$ cat config.mk
export PLATFORM = sky130hd
export DESIGN_NAME = ar_id_allocator
export DESIGN_NICKNAME = d
export VERILOG_FILES = /design/src/rtl/ar_id_allocator.sv
export SDC_FILE = /design/constraint.sdc
export NUM_CORES = 1
export LEC_CHECK = 0
export CAP_MARGIN = 15
export CORE_ASPECT_RATIO = 0.7
export CORE_MARGIN = 4
export CORE_UTILIZATION = 28
export DETAILED_ROUTE_END_ITERATION = 10
export GPL_TIMING_DRIVEN = 1
export PLACE_DENSITY = 0.63
export SYNTH_ARGS = -nofsm -noshare
export SYNTH_HDL_FRONTEND = slang
export SYNTH_SLANG_ARGS = --single-unit
$ cat constraint.sdc
create_clock -name clk -period 6.55 [get_ports clk]
set_input_delay 0.9825 -clock clk [delete_from_list [all_inputs] [get_ports clk]]
set_output_delay 0.9825 -clock clk [all_outputs]
set_load 0.01 [all_outputs]
$ cat src/rtl/ar_id_allocator.sv
// ar_id_allocator
//
// AR-channel stage that sits directly upstream of the R-channel same-ID
// ordering unit. Each original ARID in flight is bound to a row. Each
// outstanding transaction of that ID holds one column of the row. The AR is
// forwarded to the slave with the internal ID {row,col}. The same row table
// also restores the original ID for R beats through a combinational lookup.
//
// Ports
//   clk, rst_n           clock and asynchronous active-low reset
//   ar_in_*              master-side AR channel; ar_in_id is the original ARID
//   ar_out_*             slave-side AR channel from a one-entry output
//                        register; ar_out_id is {row,col}, zero-extended
//   alloc_evt_*          one-cycle event per accepted AR, carrying the slot
//                        it was given. It rises together with ar_out_valid.
//   free_req/row/col     retire pulse from the ordering unit
//   lookup_row/col       internal tag of the current R beat
//   lookup_id            original ID bound to lookup_row (combinational)
//   err_bad_free         one-cycle pulse after a free of a slot that is not busy
//
// Handshake: a transfer happens on a rising clk edge where valid && ready.
// The sender holds valid and all payload fields stable until that transfer
// and never withdraws valid. Ready may depend combinationally on the state.
// On this block, ar_in_ready also depends on ar_out_ready, so the output
// register can be refilled in the same cycle it drains.

module ar_id_allocator #(
    parameter int NUM_ROWS   = 4,
    parameter int NUM_COLS   = 4,
    parameter int ID_WIDTH   = 4,
    parameter int ADDR_WIDTH = 32,
    localparam int ROW_W     = $clog2(NUM_ROWS),
    localparam int COL_W     = $clog2(NUM_COLS)
) (
    input  logic                  clk,
    input  logic                  rst_n,

    // master-side AR
    input  logic                  ar_in_valid,
    output logic                  ar_in_ready,
    input  logic [ID_WIDTH-1:0]   ar_in_id,
    input  logic [ADDR_WIDTH-1:0] ar_in_addr,
    input  logic [7:0]            ar_in_len,
    input  logic [2:0]            ar_in_size,
    input  logic [1:0]            ar_in_burst,
    input  logic                  ar_in_lock,
    input  logic [3:0]            ar_in_cache,
    input  logic [2:0]            ar_in_prot,
    input  logic [3:0]            ar_in_qos,

    // slave-side AR
    output logic                  ar_out_valid,
    input  logic                  ar_out_ready,
    output logic [ID_WIDTH-1:0]   ar_out_id,
    output logic [ADDR_WIDTH-1:0] ar_out_addr,
    output logic [7:0]            ar_out_len,
    output logic [2:0]            ar_out_size,
    output logic [1:0]            ar_out_burst,
    output logic                  ar_out_lock,
    output logic [3:0]            ar_out_cache,
    output logic [2:0]            ar_out_prot,
    output logic [3:0]            ar_out_qos,

    // allocation event towards the ordering unit
    output logic                  alloc_evt_valid,
    output logic [ROW_W-1:0]      alloc_evt_row,
    output logic [COL_W-1:0]      alloc_evt_col,

    // retire from the ordering unit
    input  logic                  free_req,
    input  logic [ROW_W-1:0]      free_row,
    input  logic [COL_W-1:0]      free_col,

    // tag map for the R path
    input  logic [ROW_W-1:0]      lookup_row,
    input  logic [COL_W-1:0]      lookup_col,
    output logic [ID_WIDTH-1:0]   lookup_id,

    output logic                  err_bad_free
);

    // ------------------------------------------------------------------
    // Binding state
    // ------------------------------------------------------------------
    logic [NUM_ROWS-1:0] row_valid;
    logic [ID_WIDTH-1:0] row_id [NUM_ROWS];
    logic [NUM_COLS-1:0] busy   [NUM_ROWS];

    // ------------------------------------------------------------------
    // Row / column selection for the request at ar_in
    // ------------------------------------------------------------------
    logic             hit;
    logic [ROW_W-1:0] hit_row;
    logic             hit_col_found;
    logic [COL_W-1:0] hit_col;
    logic             empty_found;
    logic [ROW_W-1:0] empty_row;
    logic             can_alloc;
    logic [ROW_W-1:0] sel_row;
    logic [COL_W-1:0] sel_col;
    logic             fire;

    always_comb begin
        hit           = 1'b0;
        hit_row       = '0;
        hit_col_found = 1'b0;
        hit_col       = '0;
        empty_found   = 1'b0;
        empty_row     = '0;

        // At most one valid row can carry a given ID, so the match is unique.
        for (int r = 0; r < NUM_ROWS; r++) begin
            if (row_valid[r] && (row_id[r] == ar_in_id)) begin
                hit     = 1'b1;
                hit_row = ROW_W'(r);
            end
        end

        // Lowest free column of the hit row.
        for (int c = 0; c < NUM_COLS; c++) begin
            if (!hit_col_found && !busy[hit_row][c]) begin
                hit_col_found = 1'b1;
                hit_col       = COL_W'(c);
            end
        end

        // Lowest unbound row for a new ID.
        for (int r = 0; r < NUM_ROWS; r++) begin
            if (!empty_found && !row_valid[r]) begin
                empty_found = 1'b1;
                empty_row   = ROW_W'(r);
            end
        end

        // A full row stalls its ID; it never spills into another row.
        if (hit) begin
            can_alloc = hit_col_found;
            sel_row   = hit_row;
            sel_col   = hit_col;
        end else begin
            can_alloc = empty_found;
            sel_row   = empty_row;
            sel_col   = '0;
        end
    end

    assign ar_in_ready = can_alloc && (!ar_out_valid || ar_out_ready);
    assign fire        = ar_in_valid && ar_in_ready;

    // ------------------------------------------------------------------
    // Next-state of the binding table
    // ------------------------------------------------------------------
    logic                busy_bit_at_free;
    logic                free_hit;
    logic [NUM_COLS-1:0] busy_nxt      [NUM_ROWS];
    logic [NUM_ROWS-1:0] row_valid_nxt;

    assign busy_bit_at_free = busy[free_row][free_col];
    assign free_hit         = free_req && busy_bit_at_free;

    always_comb begin
        row_valid_nxt = row_valid;
        for (int r = 0; r < NUM_ROWS; r++) begin
            busy_nxt[r] = busy[r];
        end

        // The allocation was chosen from the pre-free bitmap. A freed column
        // is busy at that point, so fire and free never touch the same bit.
        if (fire) begin
            busy_nxt[sel_row][sel_col] = 1'b1;
            row_valid_nxt[sel_row]     = 1'b1;
        end

        // A same-cycle fire into the freed row has already set a bit here,
        // so that row keeps its binding.
        if (free_hit) begin
            busy_nxt[free_row][free_col] = 1'b0;
            if (busy_nxt[free_row] == '0) begin
                row_valid_nxt[free_row] = 1'b0;
            end
        end
    end

    // ------------------------------------------------------------------
    // Registers
    // ------------------------------------------------------------------
    always_ff @(posedge clk or negedge rst_n) begin
        if (!rst_n) begin
            row_valid       <= '0;
            for (int r = 0; r < NUM_ROWS; r++) begin
                row_id[r] <= '0;
                busy[r]   <= '0;
            end
            ar_out_valid    <= 1'b0;
            ar_out_id       <= '0;
            ar_out_addr     <= '0;
            ar_out_len      <= '0;
            ar_out_size     <= '0;
            ar_out_burst    <= '0;
            ar_out_lock     <= 1'b0;
            ar_out_cache    <= '0;
            ar_out_prot     <= '0;
            ar_out_qos      <= '0;
            alloc_evt_valid <= 1'b0;
            alloc_evt_row   <= '0;
            alloc_evt_col   <= '0;
            err_bad_free    <= 1'b0;
        end else begin
            row_valid <= row_valid_nxt;
            for (int r = 0; r < NUM_ROWS; r++) begin
                busy[r] <= busy_nxt[r];
            end

            // A miss binds the ID to the claimed row. A hit rewrites the same
            // value, so the write needs no hit qualifier.
            if (fire) begin
                row_id[sel_row] <= ar_in_id;
            end

            // Output register: load on fire, otherwise drain on accept.
            if (fire) begin
                ar_out_valid <= 1'b1;
                ar_out_id    <= ID_WIDTH'({sel_row, sel_col});
                ar_out_addr  <= ar_in_addr;
                ar_out_len   <= ar_in_len;
                ar_out_size  <= ar_in_size;
                ar_out_burst <= ar_in_burst;
                ar_out_lock  <= ar_in_lock;
                ar_out_cache <= ar_in_cache;
                ar_out_prot  <= ar_in_prot;
                ar_out_qos   <= ar_in_qos;
            end else if (ar_out_ready) begin
                ar_out_valid <= 1'b0;
            end

            alloc_evt_valid <= fire;
            if (fire) begin
                alloc_evt_row <= sel_row;
                alloc_evt_col <= sel_col;
            end

            err_bad_free <= free_req && !busy_bit_at_free;
        end
    end

    // ------------------------------------------------------------------
    // Tag map: rows map 1:1 to IDs, so the column plays no part.
    // ------------------------------------------------------------------
    assign lookup_id = row_id[lookup_row];

    logic unused_lookup_col;
    assign unused_lookup_col = ^lookup_col;

endmodule

==> flow_summary.rst <==
.. list-table::
   :header-rows: 1

   * - Metric
     - Value
   * - Maximum clock skew at final layout
     - 0.007820 ns
   * - Clock Root Buffer
     - sky130_fd_sc_hd__clkbuf_16
   * - Post-synth ARST share
     - 100.0%
   * - Clock tree from TritonCTS
     - done
   * - Fraction of layout cells with a size suffix above 1
     - 22.28%
   * - CP Class
     - in -> out
   * - Combinational Power Share
     - 52.3%
   * - Routability cong.
     - 0.9346
   * - Max Cap Viol
     - 0
   * - Row count
     - 42
   * - Number of ports placed on the die boundary
     - 147
   * - Worst Setup Start Kind
     - primary input
   * - Number of flops mapped to enable cells by yosys
     - 0
   * - Final Cycle Share
     - 77.56%
   * - Placed Cells
     - 809
   * - Startpoint of the most critical register-to-register path
     - row_id[8]
   * - Req. time, crit path
     - ~5.6 ns
   * - Placed wire-length estimate
     - 10990 um
   * - Post-Synthesis Mean Instance Area
     - 13.09 sq um
   * - Final Hold Viols
     - 0
   * - Initial core utilization
     - 28.86%
   * - Post-route antenna net violation count
     - 0
   * - Resized Gates After CTS
     - 0
   * - Number of max-slew violations in the final report
     - 0
   * - Sum of negative setup slack
     - 0 ns
   * - Number of DRC markers in iteration 0
     - 269
   * - Die ar.
     - 0.02212 sq mm
   * - Portion of total power attributed to the clock network
     - between 10% and 20%
   * - Ys Warns
     - 0
   * - CTS max path bufs
     - 2
   * - Leakage
     - about 3.1 nW
   * - Fraction of the yosys area taken by sequential cells
     - between 40% and 50%
   * - Total iterations of the first detailed-routing run
     - 5
   * - Hold crit path type
     - reg -> reg
   * - Crit path setup slack, layout
     - 1.470 ns
   * - Largest cells by area after synthesis
     - sky130_fd_sc_hd__dfrtp_1 (45%), sky130_fd_sc_hd__mux2_4 (17%), sky130_fd_sc_hd__mux4_2 (3.3%)
   * - Latest clock arrival within the worst-skew pair
     - approximately 0.35 ns
   * - RSZ-0062 raised after global routing
     - false
   * - Post-route DRC
     - 0
   * - Vias
     - 4074
   * - CTS H-tree lvls
     - 3
   * - Worst hold start
     - ar_out_addr[12]
   * - Largest net degree at the start of global routing
     - 64
   * - Crit Path Max Fanout
     - 8
   * - Buffers added on ports
     - 144
   * - Pre-CTS WS
     - 1.470 ns
   * - Avg WL per Cell
     - 18.31 um
   * - Final period demand of the worst path
     - 5.080 ns
   * - Num CTS Buffers
     - 9
   * - Area of placed instances
     - 0.007113 sq mm
   * - Overall Global Routing Usage
     - a little over an eighth
   * - Clock slew seen by the registers of the worst setup and hold paths
     - 0.07 ns
   * - Distinct cells, synth
     - 74
   * - Maximum clock rate
     - 196.8 MHz
   * - Flop and latch count out of synthesis
     - 100
   * - Largest area contributor in the netlist
     - sky130_fd_sc_hd__dfrtp_1
   * - Via count of the first global-routing pass
     - 4384
   * - Die X-Extent
     - 176.1 um
   * - Worst vdd rail ir drop
     - roughly 0.0002 V
   * - Hold WS
     - 0.5115 ns
   * - Type of element capturing the critical path
     - primary output
   * - Filler cell count in the final layout
     - 1846
   * - Outcome
     - complete, no violations
   * - Net switching power
     - 1.277 mW
   * - Number of nets in the layout
     - 630
   * - Global-route congestion overflow total
     - 0
   * - First-pass GRT wire length
     - 24200 um
   * - Areal power density over the cells
     - 484.4 mW/mm^2
   * - Number of inserted diodes
     - 0
   * - Internal power summed over all cells
     - 2.318 mW
   * - Switching fraction of total power
     - 35.52%
   * - Total number of clock tree sinks
     - 100
   * - Transition time of the tightest slew-check pin
     - 1.005 ns
   * - DR vias/cell
     - 4.938
   * - Final setup violation count
     - 0
   * - Synthesized netlist cell count
     - 423
   * - Core area
     - 0.01918 sq mm
   * - Die height
     - 125.7 um
   * - CTS hold repair buffers
     - 0
   * - # Post-CTS Setup Buffers
     - 0
   * - Antenna violations before repair
     - 0
   * - Launch point of the worst path
     - ar_in_id[3]
   * - Post-Synthesis Cell Area
     - 0.005537 sq mm
   * - Flop pwr share
     - 32.1%
   * - Arrival time of data at the critical path endpoint
     - 4.10 ns
   * - Post-layout instance count excluding filler cells
     - 825
   * - Area share of the largest cell type after synthesis
     - 45.20%
   * - Post-synthesis net count
     - 497
   * - Ys flop type
     - sky130_fd_sc_hd__dfrtp_1
   * - Relative slew slack
     - 32.41%
   * - Synth-to-Final Area Change
     - 34.06%
   * - Finished Cell Area
     - 0.007422 sq mm
   * - Post-Route WL
     - 15110 um
[cell usage after synthesis, types with 5 or more instances]
cell and number:
sky130_fd_sc_hd__buf_6 6, sky130_fd_sc_hd__nor2_1 23, sky130_fd_sc_hd__mux2_1 8, sky130_fd_sc_hd__mux2i_1 5, sky130_fd_sc_hd__clkbuf_1 7, sky130_fd_sc_hd__nor3_1 8
sky130_fd_sc_hd__nand2_1 19, sky130_fd_sc_hd__nand3_1 6, sky130_fd_sc_hd__a21oi_1 34, sky130_fd_sc_hd__dfrtp_1 100, sky130_fd_sc_hd__a31oi_1 9, sky130_fd_sc_hd__mux2_4 62
sky130_fd_sc_hd__o21ai_0 11, sky130_fd_sc_hd__inv_1 8, sky130_fd_sc_hd__xnor2_1 7, sky130_fd_sc_hd__mux4_2 8, sky130_fd_sc_hd__mux2_2 5, sky130_fd_sc_hd__buf_8 5
[area by class of cell]
class                           instances  area, sq um  share of cell area, %
Multi-Input combinational cell        291         2796                  37.68
Tap cell                              264        330.3                  4.450
Inverter                                8        30.03                 0.4046
Clock inverter                          6        70.07                 0.9440
Timing Repair Buffer                  146         1454                  19.59
Sequential cell                       100         2502                  33.72
Clock buffer                           10        239.0                  3.220
[cell families (layout without fill, tap and decap cells)]
logic type             Yosys count  count (layout)  synth area share [%]
AND/OR/NAND/NOR                 99              99                 10.35
multiplexers                    88              88                 23.62
buffers and inverters           32             170                 4.294
AO/OA/AOI/OAI                   88              88                 12.25
flip-flops                     100             100                 45.20
XOR/XNOR                        16              16                 4.294
[routing by layer]
layer  track usage (%)  part of all wire [%]  up-vias
met5                 0                     0        -
met4             3.162                   1.2        0
met3             5.392                    10       14
met2             20.09                    43      206
met1             19.22                    45     2019
li1                  -                     -     1835
[worst max-delay path, cell delays in order]
cell and delay (ns):
sky130_fd_sc_hd__clkdlybuf4s50_1 0.80, sky130_fd_sc_hd__xnor2_2 0.18, sky130_fd_sc_hd__nand3_2 0.18, sky130_fd_sc_hd__or2_1 0.34, sky130_fd_sc_hd__nor3_1 0.43, sky130_fd_sc_hd__a211oi_4 0.16
sky130_fd_sc_hd__nand3_4 0.18, sky130_fd_sc_hd__inv_1 0.06, sky130_fd_sc_hd__nor3_1 0.20, sky130_fd_sc_hd__clkdlybuf4s50_1 0.58
[worst paths after layout]
check	depth (start not counted)	slack (ns)	end
hold reg to reg	1	0.51	ar_out_addr[12]
hold / removal	1	0.51	ar_out_addr[12]
setup reg to reg	9	3.02	ar_out_addr[30]
max in group asynchronous	2	4.79	busy[15]
min in group asynchronous	1	0.57	alloc_evt_valid
setup / recovery	10	1.47	ar_in_ready
[cells in the final DEF (no fill, tap or decap), types with 2 or more instances in the layout]
| cell | n |
|---|---|
| sky130_fd_sc_hd__clkdlybuf4s50_1 | 143 |
| sky130_fd_sc_hd__dfrtp_1 | 100 |
| sky130_fd_sc_hd__mux2_4 | 62 |
| sky130_fd_sc_hd__a21oi_1 | 34 |
| sky130_fd_sc_hd__nor2_1 | 23 |
| sky130_fd_sc_hd__nand2_1 | 19 |
| sky130_fd_sc_hd__o21ai_0 | 11 |
| sky130_fd_sc_hd__a31oi_1 | 9 |
| sky130_fd_sc_hd__clkbuf_16 | 9 |
| sky130_fd_sc_hd__inv_1 | 8 |
| sky130_fd_sc_hd__nor3_1 | 8 |
| sky130_fd_sc_hd__mux4_2 | 8 |
| sky130_fd_sc_hd__mux2_1 | 8 |
| sky130_fd_sc_hd__xnor2_1 | 7 |
| sky130_fd_sc_hd__nand3_1 | 6 |
| sky130_fd_sc_hd__mux2i_1 | 5 |
| sky130_fd_sc_hd__mux2_2 | 5 |
| sky130_fd_sc_hd__xnor2_4 | 4 |
| sky130_fd_sc_hd__and3_1 | 4 |
| sky130_fd_sc_hd__nand2b_1 | 4 |
| sky130_fd_sc_hd__nor4_1 | 4 |
| sky130_fd_sc_hd__nor2b_1 | 4 |
| sky130_fd_sc_hd__nand4_1 | 4 |
| sky130_fd_sc_hd__xnor2_2 | 3 |
| sky130_fd_sc_hd__and2_1 | 3 |
| sky130_fd_sc_hd__o211ai_1 | 3 |
| sky130_fd_sc_hd__buf_4 | 3 |
| sky130_fd_sc_hd__and4_1 | 2 |
| sky130_fd_sc_hd__xor2_1 | 2 |
| sky130_fd_sc_hd__or3_1 | 2 |
| sky130_fd_sc_hd__or2_1 | 2 |
| sky130_fd_sc_hd__o21ai_1 | 2 |
| sky130_fd_sc_hd__a41oi_1 | 2 |
| sky130_fd_sc_hd__nor4_2 | 2 |
| sky130_fd_sc_hd__o22ai_1 | 2 |
| sky130_fd_sc_hd__a32oi_1 | 2 |
| sky130_fd_sc_hd__clkinv_4 | 2 |
| sky130_fd_sc_hd__inv_6 | 2 |
[metrics by stage]
step	utilization (%)	total power, mW
2_1_floorplan	-	2.313
3_3_place_gp	37.08	3.009
3_5_place_dp	37.08	3.033
4_1_cts	38.70	3.625
5_1_grt	38.70	3.803
6_report	38.70	3.595
[registers in the layout, indices dropped and copies added (netlist names)]
name and count:
alloc_evt_valid 1, ar_out_addr 32, ar_out_burst 2, ar_out_cache 4
ar_out_id 4, ar_out_len 8, ar_out_lock 1, ar_out_prot 3
ar_out_qos 4, ar_out_size 3, ar_out_valid 1, busy 16
err_bad_free 1, row_id 16, row_valid 4
[power by group through the flow]
| stage | clock network, mW | registers (mW) | logic [mW] |
|---|---|---|---|
| global route | 0.609 | 1.19 | 2.00 |
| CTS | 0.584 | 1.15 | 1.89 |
| global placement | 0 | 1.15 | 1.86 |
| finish | 0.563 | 1.15 | 1.88 |
| floorplan | 0 | 1.19 | 1.12 |
| detailed placement | 0 | 1.15 | 1.88 |
No activity file was read; power rests on OpenSTA's default activity.
